**src/rtl/instr_pkg.sv**
```systemverilog
// Instruction and response formats shared between the CPU link, the
// instruction queue and the NMCU control unit.
package instr_pkg;
  typedef enum logic [3:0] {
    INSTR_NOP   = 4'h0,
    INSTR_LOAD  = 4'h1,
    INSTR_STORE = 4'h2,
    INSTR_MAC   = 4'h3,
    INSTR_HALT  = 4'hF
  } opcode_e;

  typedef struct packed {
    opcode_e     opcode;
    logic [15:0] addr_a;
    logic [15:0] addr_b;
    logic [15:0] imm;
  } instruction_t;

  localparam logic [1:0] RESP_STATUS_OK   = 2'b00;
  localparam logic [1:0] RESP_STATUS_HALT = 2'b01;

  typedef struct packed {
    logic [1:0]  status;
    logic [31:0] data;
  } nmcu_cpu_resp_t;
endpackage

```
**src/rtl/nmcu_pkg.sv**
```systemverilog
// NMCU-wide configuration constants.
package nmcu_pkg;
  localparam int IQ_DEPTH = 4;
endpackage

```
**src/rtl/nmcu_sync_fifo.sv**
```systemverilog
// Generic synchronous FIFO, type-parameterised. The occupancy counter is the
// only full/empty reference; storage is not reset.
module nmcu_sync_fifo #(
  parameter int  DEPTH     = 4,
  parameter int  CNT_WIDTH = $clog2(DEPTH) + 1,
  parameter type T         = logic [7:0]
) (
  input  logic                 clk,
  input  logic                 rst_n,
  input  logic                 push_i,
  input  T                     data_i,
  input  logic                 pop_i,
  output T                     data_o,
  output logic                 full_o,
  output logic                 empty_o,
  output logic [CNT_WIDTH-1:0] occupancy_o
);
  localparam int PW = $clog2(DEPTH);

  logic [PW-1:0]        wr_ptr_q, wr_ptr_d, rd_ptr_q, rd_ptr_d;
  logic [CNT_WIDTH-1:0] cnt_q, cnt_d;
  T                     mem_q [DEPTH];

  // Pointers are exactly log2(DEPTH) bits, so wrap is free.
  always_comb begin
    wr_ptr_d = push_i ? wr_ptr_q + PW'(1) : wr_ptr_q;
    rd_ptr_d = pop_i  ? rd_ptr_q + PW'(1) : rd_ptr_q;
    cnt_d    = cnt_q;
    case ({push_i, pop_i})
      2'b10:   cnt_d = cnt_q + CNT_WIDTH'(1);
      2'b01:   cnt_d = cnt_q - CNT_WIDTH'(1);
      default: cnt_d = cnt_q;
    endcase
  end

  always_ff @(posedge clk or negedge rst_n) begin
    if (!rst_n) begin
      wr_ptr_q <= '0;
      rd_ptr_q <= '0;
      cnt_q    <= '0;
    end else begin
      wr_ptr_q <= wr_ptr_d;
      rd_ptr_q <= rd_ptr_d;
      cnt_q    <= cnt_d;
    end
  end

  always_ff @(posedge clk) begin
    if (push_i) mem_q[wr_ptr_q] <= data_i;
  end

  assign data_o      = mem_q[rd_ptr_q];
  assign full_o      = (cnt_q == CNT_WIDTH'(DEPTH));
  assign empty_o     = (cnt_q == '0);
  assign occupancy_o = cnt_q;

  a_no_pop_empty:  assert property (@(posedge clk) disable iff (!rst_n) pop_i  |-> !empty_o);
  a_no_push_full:  assert property (@(posedge clk) disable iff (!rst_n) push_i |-> !full_o);
endmodule

```
**src/rtl/nmcu_instr_queue.sv**
```systemverilog
// CPU->control-unit instruction queue with one-entry response buffer and HALT
// gating. Optional stats counters are built when NMCU_IQ_STATS_EN is defined.
module nmcu_instr_queue import instr_pkg::*; #(
  parameter int DEPTH     = nmcu_pkg::IQ_DEPTH,
  parameter int CNT_WIDTH = $clog2(DEPTH) + 1
) (
  input  logic                 clk,
  input  logic                 rst_n,
  input  logic                 cpu_instr_valid_i,
  input  instruction_t         cpu_instruction_i,
  output logic                 cpu_instr_ready_o,
  output logic                 cu_instr_valid_o,
  output instruction_t         cu_instruction_o,
  input  logic                 cu_instr_ready_i,
  input  logic                 cu_resp_valid_i,
  input  nmcu_cpu_resp_t       cu_response_i,
  output logic                 cu_resp_ready_o,
  output logic                 cpu_resp_valid_o,
  output nmcu_cpu_resp_t       cpu_response_o,
  input  logic                 cpu_resp_ready_i,
  output logic [CNT_WIDTH-1:0] occupancy_o,
  output logic                 halted_o,
  output logic [15:0]          instr_count_o,
  output logic [15:0]          resp_count_o
);
  logic           full, empty, push, pop, cu_resp_hs, cpu_resp_hs;
  logic           halted_q, halted_d, resp_vld_q, resp_vld_d;
  nmcu_cpu_resp_t resp_q, resp_d;

  assign cpu_instr_ready_o = !full && !halted_q;
  assign cu_instr_valid_o  = !empty;
  assign push              = cpu_instr_valid_i && cpu_instr_ready_o;
  assign pop               = cu_instr_valid_o && cu_instr_ready_i;

  nmcu_sync_fifo #(
    .DEPTH(DEPTH), .CNT_WIDTH(CNT_WIDTH), .T(instruction_t)
  ) u_fifo (
    .clk         (clk),
    .rst_n       (rst_n),
    .push_i      (push),
    .data_i      (cpu_instruction_i),
    .pop_i       (pop),
    .data_o      (cu_instruction_o),
    .full_o      (full),
    .empty_o     (empty),
    .occupancy_o (occupancy_o)
  );

  assign cu_resp_ready_o  = !resp_vld_q;
  assign cpu_resp_valid_o = resp_vld_q;
  assign cpu_response_o   = resp_q;
  assign cu_resp_hs       = cu_resp_valid_i && cu_resp_ready_o;
  assign cpu_resp_hs      = cpu_resp_valid_o && cpu_resp_ready_i;
  assign halted_o         = halted_q;

  // A HALT push takes priority; clear cannot coincide with it in legal use.
  always_comb begin
    halted_d = halted_q;
    if (cpu_resp_hs && resp_q.status == RESP_STATUS_HALT) halted_d = 1'b0;
    if (push && cpu_instruction_i.opcode == INSTR_HALT)   halted_d = 1'b1;
    resp_vld_d = resp_vld_q;
    resp_d     = resp_q;
    if (cu_resp_hs) begin
      resp_vld_d = 1'b1;
      resp_d     = cu_response_i;
    end else if (cpu_resp_hs) begin
      resp_vld_d = 1'b0;
    end
  end

  always_ff @(posedge clk or negedge rst_n) begin
    if (!rst_n) begin
      halted_q   <= 1'b0;
      resp_vld_q <= 1'b0;
    end else begin
      halted_q   <= halted_d;
      resp_vld_q <= resp_vld_d;
    end
  end

  always_ff @(posedge clk) resp_q <= resp_d;

`ifdef NMCU_IQ_STATS_EN
  logic [15:0] icnt_q, icnt_d, rcnt_q, rcnt_d;
  assign icnt_d = push        ? icnt_q + 16'd1 : icnt_q;
  assign rcnt_d = cpu_resp_hs ? rcnt_q + 16'd1 : rcnt_q;
  always_ff @(posedge clk or negedge rst_n) begin
    if (!rst_n) begin
      icnt_q <= '0;
      rcnt_q <= '0;
    end else begin
      icnt_q <= icnt_d;
      rcnt_q <= rcnt_d;
    end
  end
  assign instr_count_o = icnt_q;
  assign resp_count_o  = rcnt_q;
`else
  assign instr_count_o = '0;
  assign resp_count_o  = '0;
`endif

  a_resp_hold: assert property (@(posedge clk) disable iff (!rst_n)
    cu_resp_valid_i && !cu_resp_ready_o |=> cu_resp_valid_i);
endmodule

```
**config.mk**
```make
export PLATFORM = sky130hd
export DESIGN_NAME = nmcu_instr_queue
export DESIGN_NICKNAME = d
export VERILOG_FILES = /design/src/rtl/instr_pkg.sv /design/src/rtl/nmcu_pkg.sv /design/src/rtl/nmcu_sync_fifo.sv /design/src/rtl/nmcu_instr_queue.sv
export SDC_FILE = /design/constraint.sdc
export NUM_CORES = 1
export LEC_CHECK = 0
export BUFFER_PORTS_ARGS = -buffer_cell sky130_fd_sc_hd__buf_2
export CAP_MARGIN = 20
export CORE_AREA = 2 2 143 145
export CTS_BUF_LIST = sky130_fd_sc_hd__clkbuf_16
export CTS_CLUSTER_DIAMETER = 30
export CTS_CLUSTER_SIZE = 20
export DETAILED_ROUTE_END_ITERATION = 7
export DIE_AREA = 0 0 145 147
export GPL_TIMING_DRIVEN = 1
export PLACE_DENSITY = 0.83
export SLEW_MARGIN = 20
export SYNTH_ARGS = -nofsm -noshare
export SYNTH_HDL_FRONTEND = slang
export SYNTH_HIERARCHICAL = 1
export SYNTH_SLANG_ARGS = --single-unit
```
**constraint.sdc**
```tcl
create_clock -name clk -period 2.56 [get_ports clk]
set_clock_uncertainty 0.15 [all_clocks]
set_input_delay 0.128 -clock clk [delete_from_list [all_inputs] [get_ports clk]]
set_output_delay 0.128 -clock clk [all_outputs]
set_load 0.02 [all_outputs]
```
* Word-level counts from Yosys, hierarchy flattened
Memory sizes are Yosys's and may differ from the RTL's.
Index checks and enable logic that the tools add are counted.
** Word-level totals
- Register bits after elaboration :: 43
- Memory bits (writable) :: 208
- Input port bits :: 92
- Output and inout port bits :: 126
- Logic and storage cells :: 39
- Memories kept :: 1
** Cells by class
- $add $sub $neg :: 4
- Equality and inequality tests :: 5
- Mux-type cells :: 7
- Reductions and logical operators :: 15
** Memories
- u_fifo.mem_q :: words 4, width 52, read ports 1, clocked after Yosys merged registers in 0, write ports 1, RTL line nmcu_sync_fifo.sv:22 : T mem_q [DEPTH];
** Operators by type and width (count)
- $logic_and A1 B1 Y1 :: 7
- $mux W1 :: 6
- $pmux W3 S2 :: 1
- $reduce_bool A2 Y1 :: 3
- $add A2 B1 Y2 const B :: 2
- $eq A2 B1 Y1 const B :: 2
- $eq A4 B4 Y1 const B :: 1
- $logic_not A1 Y1 :: 4
- $add A3 B1 Y3 const B :: 1
- $eq A3 B3 Y1 const B :: 1
- $logic_not A3 Y1 :: 1
- $sub A3 B1 Y3 const B :: 1
- $eq A2 B2 Y1 const B :: 1

* Longest topological paths before layout
- Depth after elaboration :: 6
- Gate-level depth with buffers :: 10
- Gate-level depth less buffers :: 10

* Hierarchy
Netlist, hierarchy kept.
** Modules (own cells, without submodules)
- nmcu_sync_fifo :: times used 1, cells an instance 309, area an instance 7967.6 um^2
- nmcu_instr_queue :: times used 1, cells an instance 80, area an instance 1391.3 um^2

* Worst setup path after synthesis
No wires, ideal clock.
- Kind :: flip-flop to flip-flop
- Start :: register u_fifo.cnt_q[1], in the netlist u_fifo/occupancy_o[1]
- End :: memory u_fifo/mem_q[0][0] in the netlist's numbering (enable)
- Setup time :: 0.415 ns
- Arrival time :: 2.445 ns
- Required time :: 1.995 ns
- Slack :: -0.450 ns
- Stages on the path, launching flop included :: 5
- Buffers on the path :: 0
- Period minus slack after synthesis :: 3.010 ns
- Cell sequence :: dfrtp_1 > inv_1 > and3_1 > nor3b_2 > and2_1
** Between the ends
- Longest elaborated chain between the ends :: 6
** Ends and longest elaborated chain
- from (decl) :: RTL line nmcu_sync_fifo.sv:21 : logic [CNT_WIDTH-1:0] cnt_q, cnt_d;
- from (signal assigned) :: RTL line nmcu_sync_fifo.sv:44 : cnt_q <= cnt_d;
- $eq A3 B3 Y1 :: RTL line nmcu_sync_fifo.sv:53 : assign full_o = (cnt_q == CNT_WIDTH'(DEPTH));
- via full :: RTL line nmcu_instr_queue.sv:26 : logic full, empty, push, pop, cu_resp_hs, cpu_resp_hs;
- $logic_not A1 Y1 :: RTL line nmcu_instr_queue.sv:30 : assign cpu_instr_ready_o = !full && !halted_q;
- $logic_and A1 B1 Y1 :: RTL line nmcu_instr_queue.sv:30
- $logic_and A1 B1 Y1 :: RTL line nmcu_instr_queue.sv:32 : assign push = cpu_instr_valid_i && cpu_instr_ready_o;
- via push :: RTL line nmcu_instr_queue.sv:26
- $mux W1 :: RTL line nmcu_sync_fifo.sv:49 : if (push_i) mem_q[wr_ptr_q] <= data_i;
- $mux W1 (implied by the code) :: RTL line nmcu_sync_fifo.sv:49
- to (decl) :: RTL line nmcu_sync_fifo.sv:22
The timed path passes the listed nets, and every way through them passes these cells.

==> metrics.txt <==
outcome=finished, final reports clean; flop2flop setup slack=0.29 ns; R2R cell count=8; Synth-to-Final Area Change=37.22%; synthesized instance count=389; Starting DRT DRC Count=218; CTS tree=built; Seq cells post-synth=251; fin crit period=2.340 ns; root buffer cell=clkbuf_16; sequential cell area fraction in the yosys report=80.05%; setup TNS=0 ns; clock tree buffer depth=3; port buffer count=185; First-pass DRT Iterations=4; final worst slack=0.2202 ns; Post-Synthesis Cell Area=0.009359 mm2; Final Non-Filler Cells=1015; Yosys cell types=27; worst r2r src=u_fifo/occupancy_o[0]; WL final=20350 um; Worst path slowest cell=dfrtp_4; Residual DRC=0; clock slew at reported path FFs=0.05 ns; Critical Path RT=2.28 ns; routed len/inst=20.05 um; share of cells above drive strength 1=43.15%; Final Hold Violating Endpoints=0; # setup viols final=0; maximum VDD drop=768.8 uV; Die H=147 um; nets@finish=810; Setup WS pre-CTS=0.3824 ns; Post-Syn Area per Cell=24.06 um2; P_leak=0.004827 uW; largest net degree at the start of global routing=53; I/O pins=218; filler cell count=1300; Routed Antenna Nets=0; CP Launch Type=register; RSZ-0062 raised after global routing=false; commonest non-fill, non-tap cell in the layout=edfxtp_1; # clock sinks=251; Crit Path Class=reg2out; number of vias per cell=4.955; Hold Crit Class=in2reg; Max FO, Critical Path=10; grt ovf=0; NetSw=4493 uW; Die X=145 um; Logic pwr share=27.3%; hold path cells=4; internal power=10390 uW; initial antenna violation count=1; DP Wirelength=11050 um; most frequent cells in the layout=edfxtp_1, buf_2, dlygate4sd3_1; Critical Path, Cell by Cell=buf_4 -> mux4_2 -> buf_2; Main synth FF type=edfxtp_1; min-delay src=cpu_instr_valid_i; period utilisation layout=91.40%; Min-Delay Endpoint=u_fifo/wr_ptr_q[0]; Max Fclk=427.4 MHz; Async S/R FF share, synth=3.586%; Critical Path AT=2.06 ns; clk_lat worst skew=0.52 ns; fin util=64.72%; core area=0.01984 mm2; Sw Ratio=30.19%; Inst Count DP=842; EDFF count, synth=242; first-pass GRT wire length=31520 um; H-tree depth=2; Reg-to-Reg End=u_fifo/occupancy_o[1]; clock power share=35.5%; max incr delay on CP=0.55 ns; Flop pwr share=37.2%; Initial Utilization=47.16%; Ys Warns=6; Hold Worst Slack=0.05922 ns; Num CTS Buffers=43; GRT Resource Usage Total=19.36%; Core Rows=52; Slew Limit Fails=0; gpl congestion=0.8771; number of global-route vias before repair=5856; CP Capture Type=output port; Via Count=5029; Max-cap violations=0; total die area=0.02132 mm2; PD cells=1159 mW/mm2
[per-stage QoR]
stage / total power (uW) / instance area, um2
global placement: 9380 / 10530
detailed placement: 9525 / 10530
global route: 15470 / 12840
CTS: 15040 / 12840
finish: 14880 / 12840
floorplan: 8340 / 9480
[worst max-delay path, delay by kind of cell (launching register included)]
family,cells,cell delay [ns]
DFF,1,0.55
muxes,1,0.54
buffers and inverters,2,0.45
[synthesized netlist by cell type (2+ instances only)]
cell,count,area share (%)
edfxtp_1,242,78
mux4_2,48,12
buf_4,32,2.6
dfrtp_1,9,2.4
inv_1,8,0.32
buf_2,6,0.32
buf_12,5,1.1
ha_1,5,0.67
and2_1,4,0.27
mux4_1,4,1.1
xor2_1,4,0.37
nand2_1,3,0.12
nor2_1,3,0.12
o21ai_0,2,0.11
xnor2_1,2,0.19
[layout make-up]
type / instances / area, um2 / share of cell area (%)
Inverter: 8 / 30.03 / 0.2338
Sequential cell: 251 / 7497 / 58.38
Antenna cell: 1 / 2.502 / 0.01949
Tap cell: 270 / 337.8 / 2.631
Clock buffer: 45 / 1126 / 8.769
Timing Repair Buffer: 291 / 2024 / 15.76
Multi-Input combinational cell: 117 / 1577 / 12.28
Clock inverter: 32 / 247.7 / 1.929
[routing by layer]
layer / GRT usage (%) / vias to the layer above / wire, um
li1: - / 2207 / -
met1: 21.05 / 2535 / 7356
met2: 35.12 / 243 / 10740
met3: 6.615 / 44 / 1661
met4: 7.277 / 0 / 593
met5: 0 / - / 0
[flip-flops by register name (all words and copies together) (netlist names)]
name / count
u_fifo/occupancy_o: 3
u_fifo/wr_ptr_q: 2
u_fifo/rd_ptr_q: 2
u_fifo/mem_q: 208
halted_o: 1
cpu_response_o: 34
cpu_resp_valid_o: 1
[power by group through the flow]
stage                     clock network [uW]  registers (uW)  logic [uW]
after floorplan                            0            5570        2770
after global placement                     0            5600        3780
after global routing                    5570            5590        4310
final                                   5280            5540        4070
after detailed placement                   0            5660        3870
after CTS                               5400            5540        4110
[worst max path at each step]
stage / startpoint / to / cells past startpoint
final: u_fifo/rd_ptr_q[0] / cu_instruction_o[3] / 3
after global routing: u_fifo/rd_ptr_q[0] / cu_instruction_o[3] / 3
after CTS: u_fifo/rd_ptr_q[0] / cu_instruction_o[12] / 3
after detailed placement: u_fifo/occupancy_o[1] / u_fifo/occupancy_o[1] / 8
after global placement: u_fifo/occupancy_o[0] / u_fifo/occupancy_o[2] / 10
after floorplan: u_fifo/occupancy_o[1] / u_fifo/mem_q[1][0] / 4
[cell families (layout without fill, tap and decap cells)]
| group | Yosys count | after routing | synth area share, % |
|---|---|---|---|
| muxes | 52 | 52 | 12.67 |
| xor gates and xnor gates | 6 | 6 | 0.5615 |
| other | 1 | 33 | 0.04007 |
| AOI/OAI and AO/OA | 4 | 4 | 0.2673 |
| and+or+nand+nor | 17 | 17 | 1.123 |
| adders and majority gates | 6 | 6 | 0.8824 |
| DFF | 251 | 251 | 80.05 |
| buffers and inverters | 52 | 376 | 4.398 |
[timing repair]
action | 4_1_cts | 5_1_grt
setup endpoints to repair | 7 | 0
setup buffers | 4 | 0
resized for setup | 0 | 0
endpoints found under the hold margin | 255 | 0
hold buffers | 91 | 0
(Power assumes the default switching activity.)
